**config.mk**
```make
export PLATFORM = sky130hd
export DESIGN_NAME = instr_mem_fetch
export DESIGN_NICKNAME = d
export VERILOG_FILES = /design/src/rtl/instr_mem_fetch.sv
export SDC_FILE = /design/constraint.sdc
export NUM_CORES = 2
export LEC_CHECK = 0
export BUFFER_PORTS_ARGS = -buffer_cell sky130_fd_sc_hd__buf_2
export CORE_MARGIN = 4
export CORE_UTILIZATION = 53
export DETAILED_ROUTE_END_ITERATION = 16
export PLACE_DENSITY_LB_ADDON = 0.15
export SLEW_MARGIN = 15
export SYNTH_ARGS = -nofsm -noshare
export SYNTH_HDL_FRONTEND = slang
export SYNTH_SLANG_ARGS = --single-unit
```
**constraint.sdc**
```tcl
create_clock -name clk -period 7.76 [get_ports clk]
set_input_delay 1.552 -clock clk [delete_from_list [all_inputs] [get_ports clk]]
set_output_delay 1.552 -clock clk [all_outputs]
set_load 0.005 [all_outputs]
```
**src/rtl/instr_mem_fetch.sv**
```systemverilog
// Writable instruction memory with a registered, handshaked fetch port.
// Optional power-on clear of the store is enabled by defining IMEM_INIT_CLEAR_EN.
module instr_mem_fetch #(
   parameter int ADDR_W = 8,
   parameter int DATA_W = 16,
   parameter int DEPTH = 256,
   parameter logic [DATA_W-1:0] NOP_WORD = '0
) (
   input  logic              clk,
   input  logic              rst_n,
   input  logic              load_en,
   input  logic [ADDR_W-1:0] load_addr,
   input  logic [DATA_W-1:0] load_data,
   input  logic              fetch_req,
   input  logic [ADDR_W-1:0] fetch_pc,
   output logic              fetch_ready,
   input  logic              flush,
   output logic              instr_valid,
   output logic [DATA_W-1:0] instr,
   output logic [ADDR_W-1:0] instr_pc,
   input  logic              instr_ready,
   output logic              init_busy
);

   // Handshakes: a fetch transfers on an edge where fetch_req && fetch_ready;
   // an instruction transfers to decode on an edge where instr_valid && instr_ready.
   typedef enum logic {S_INIT, S_RUN} state_t;

`ifdef IMEM_INIT_CLEAR_EN
   localparam state_t RESET_STATE = S_INIT;
`else
   localparam state_t RESET_STATE = S_RUN;
`endif

   localparam logic [ADDR_W-1:0] CLR_LAST = ADDR_W'(DEPTH - 1);

   state_t            state;
   logic [ADDR_W-1:0] clr_addr;
   logic [DATA_W-1:0] mem [0:DEPTH-1];

   logic [31:0]       fetch_pc_ext;
   logic [31:0]       load_addr_ext;
   logic              fetch_in_range;
   logic              load_in_range;
   logic              fetch_accept;

   logic              wr_en;
   logic [ADDR_W-1:0] wr_addr;
   logic [DATA_W-1:0] wr_data;

   assign fetch_pc_ext   = 32'(fetch_pc);
   assign load_addr_ext  = 32'(load_addr);
   assign fetch_in_range = fetch_pc_ext < 32'(DEPTH);
   assign load_in_range  = load_addr_ext < 32'(DEPTH);

   // rst_n gates the ready so it reads 0 while reset is held in either build.
   assign fetch_ready  = rst_n && (state == S_RUN) && !load_en &&
                         (!instr_valid || instr_ready || flush);
   assign fetch_accept = fetch_req && fetch_ready;

`ifdef IMEM_INIT_CLEAR_EN
   assign init_busy = (state == S_INIT);
`else
   assign init_busy = 1'b0;
`endif

   // Single write port shared by the clear sweep and the program loader.
   always_comb begin
      wr_en   = 1'b0;
      wr_addr = load_addr;
      wr_data = load_data;
      if (state == S_INIT) begin
         wr_en   = 1'b1;
         wr_addr = clr_addr;
         wr_data = NOP_WORD;
      end else if (load_en && load_in_range) begin
         wr_en = 1'b1;
      end
   end

   always_ff @(posedge clk) begin
      if (wr_en) begin
         mem[wr_addr] <= wr_data;
      end
   end

   always_ff @(posedge clk or negedge rst_n) begin
      if (!rst_n) begin
         state       <= RESET_STATE;
         clr_addr    <= '0;
         instr_valid <= 1'b0;
         instr       <= NOP_WORD;
         instr_pc    <= '0;
      end else begin
         case (state)
            S_INIT: begin
               if (clr_addr == CLR_LAST) begin
                  state <= S_RUN;
               end else begin
                  clr_addr <= clr_addr + 1'b1;
               end
            end
            S_RUN: begin
               if (fetch_accept) begin
                  instr_valid <= 1'b1;
                  instr_pc    <= fetch_pc;
                  instr       <= fetch_in_range ? mem[fetch_pc] : NOP_WORD;
               end else if (instr_ready || flush) begin
                  instr_valid <= 1'b0;
               end
            end
            default: state <= RESET_STATE;
         endcase
      end
   end

endmodule

```
==> reports/results.txt <==
Setup violations, final = 0
clock skew = 51.25 ps
CTS Buf Count = 413
hold wc startpoint = instr_pc[0]
Register Area = 123900 sq um
Final Wtd Congestion = 0.8411
H-tree levels = 5
Post-Syn Area = 159000 sq um
Fillers = 20810
Worst Hold Path EP = instr_pc[0]
Place WS = 1510 ps
Pleak = 46.93 nW
fraction of layout cells with a size suffix above 1 = 0.2603
cell class contributing the biggest share of worst-path delay = buffers and inverters
Yosys top cell area share = 0.7735
Clock Path Buffers = 4
ANT nets after route = 0
clk root buf = clkbuf_16
unrepaired setup endpoints after global routing = false
maximum fanout along the worst path = 82
delay of the slowest cell on the worst path = 1060 ps
Area Overhead vs Synth = 13.04%
sequence of cells on the critical path = buf_12 -> buf_4 -> buf_4 -> mux4_2 -> a22oi_1 -> a21oi_1 -> nor3_1 -> o211ai_1
cts repair resizes = 0
Mean Syn Cell Area = 21.53 sq um
DRT iter0 DRCs = 10630
dpl hpwl = 248400 um
Max Transition Viols Final = 0
Synth Flop Type = edfxtp_1
design area = 179800 sq um
Worst-Skew Late Latency = 960 ps
aggregate global routing overflow = 0
max cap viols = 0
die area = 308900 sq um
Final TNS setup = 0 ps
status = complete, no violations
initial antenna violation count = 26
Synth area leaders = edfxtp_1, mux4_2, mux2i_1
Post-synth ARST share = 0.008232
number of synthesized register bits = 4130
I/O Buffers = 63
Startpoint Class = primary input
Min Clock Period, post-route = 5289 ps
Chip Width = 555.8 um
post-CTS setup buffers = 0
Via density = 6.516
final WL = 420600 um
Post-Syn Instances = 7385
measured slew at the worst slew-check pin = 1317 ps
Hold Path Cell Cnt = 2
pin count of the biggest net entering global routing = 201
All-Layer GR Usage = 0.2716
critical path arrival = 6040 ps
Critical R2R Capture = mem[138][11]
WP buf/inv = 3
fin crit share = 0.6815
Synth cell types = 67
VDD IR-drop max = 0.0002073 V
first-pass GRT wire length = 596400 um
CTS clock-pin slew for the worst setup and hold paths = 60 ps
# clock sinks = 4130
hold_buf cts = 0
CTS tree = yes
hold crit path type = reg2reg
core area = 297800 sq um
area of the multi-input gates = 33360 sq um
# rows = 200
slowest cell on the critical path = nor3_1
Synth area leader = edfxtp_1
pwr dens = 251.5 nW/um^2
worst rel slew slack = 0.1221
DRT Pass-1 Iters = 6
Setup Crit Path Kind = in2reg
Post-Syn Nets = 7424
Final nets = 7870
reg-to-reg startpoint = state
WP data required = 8510 ps
I/O Pins = 65
dpl cell area = 166000 sq um
drt drc = 0
Top cell by count, worst path = buf_4
Initial Utilization = 0.5340
Worst R2R Path Depth = 7
die height = 555.8 um
WL/cell = 34.65 um
hold slack = 489.7 ps
Crit. End Element = flip-flop
highest clock rate = 189.1 MHz
sequential-to-total area share from yosys stat = 0.7788
final hold vios = 0
Post-synth EDFFs = 4096
Synth Warn # = 0
via count = 79120
final worst slack = 2471 ps
R2R setup slack = 3100 ps
vias in the first global route = 78430
-- where the power goes --
group,switching (mW),leakage (nW),internal (mW)
logic,0.628,11.5,0.338
registers,0,28.7,24.1
clock network,8.41,6.66,11.7
-- cells by family (layout without fill, tap and decap cells) --
logic type	Yosys count	after routing	share of synthesized area
buffers and inverters	455	1256	0.01411
and+or+nand+nor	730	730	0.02198
other	1	17	0.00002358
AOI/OAI and AO/OA	660	660	0.02918
adders and majority gates	1	1	0.00007867
xor gates and xnor gates	6	6	0.0003305
muxes	1402	1402	0.1555
DFF	4130	4130	0.7788
-- sequential cells by signal, indices dropped and copies added (netlist names) --
| signal | count |
|---|---|
| clr_addr | 8 |
| instr_pc | 8 |
| mem | 4096 |
| state | 1 |
| instr | 16 |
| instr_valid | 1 |
-- synth_stat cells (all sizes together) (38+ instances only) --
cell / n
edfxtp: 4096
mux4: 846
mux2i: 474
nor2: 298
buf: 256
clkbuf: 185
o22ai: 166
a22oi: 154
nand2: 106
a211oi: 86
mux2: 82
nand3: 67
o211ai: 66
nor4: 61
nor3: 53
o21ai: 53
and2: 48
o32ai: 38
-- worst max-delay path by stage --
stage / cells past startpoint / from / endpoint / slack, ps
final: 8 / fetch_pc[0] / instr[6] / 2470
after global routing: 8 / fetch_pc[0] / instr[6] / 2310
after CTS: 8 / fetch_pc[0] / instr[6] / 2500
after detailed placement: 8 / fetch_pc[0] / instr[6] / 1510
after global placement: 8 / fetch_pc[0] / instr[4] / 1400
after floorplan: 5 / state / mem[0][10] / 2100
-- placed cells by master, fill, tap and decap left out, drive strengths merged, types with 106 or more instances in the layout --
master and instances:
mux2i 474, clkinv 164, nand2 106, o22ai 166, a22oi 154, clkbuf 526
buf 472, nor2 298, mux4 846, edfxtp 4096
-- metal layers --
layer,track usage,wire (um)
met4,0.09508,17160
met5,0,54
met3,0.05311,38370
met2,0.4170,196900
met1,0.3953,168200
-- stage by stage --
step | instances | total power, mW | util
3_3_place_gp | 11350 | 25.58 | 0.5572
5_1_grt | 12130 | 46.51 | 0.6035
4_1_cts | 12120 | 45.50 | 0.6033
3_5_place_dp | 11350 | 25.58 | 0.5573
2_1_floorplan | 7385 | 25.26 | -
6_report | 12140 | 45.21 | 0.6036
-- cell type report --
type | instances | area share
Multi-Input combinational cell | 2800 | 0.1856
Timing Repair Buffer | 472 | 0.02126
Clock buffer | 526 | 0.06059
Inverter | 14 | 0.0002993
Tap cell | 3939 | 0.02742
Sequential cell | 4130 | 0.6890
Antenna cell | 16 | 0.0002227
Clock inverter | 244 | 0.01566
-- worst reg2reg max path, cell delays in order (launching register included) --
cell and delay [ps]:
dfstp_2 840, buf_4 410, nand2b_1 140, o32ai_1 570, nand3_2 750, buf_4 490
nor2_1 810, buf_4 360
Note: power is estimated with default switching activity, not from simulation.
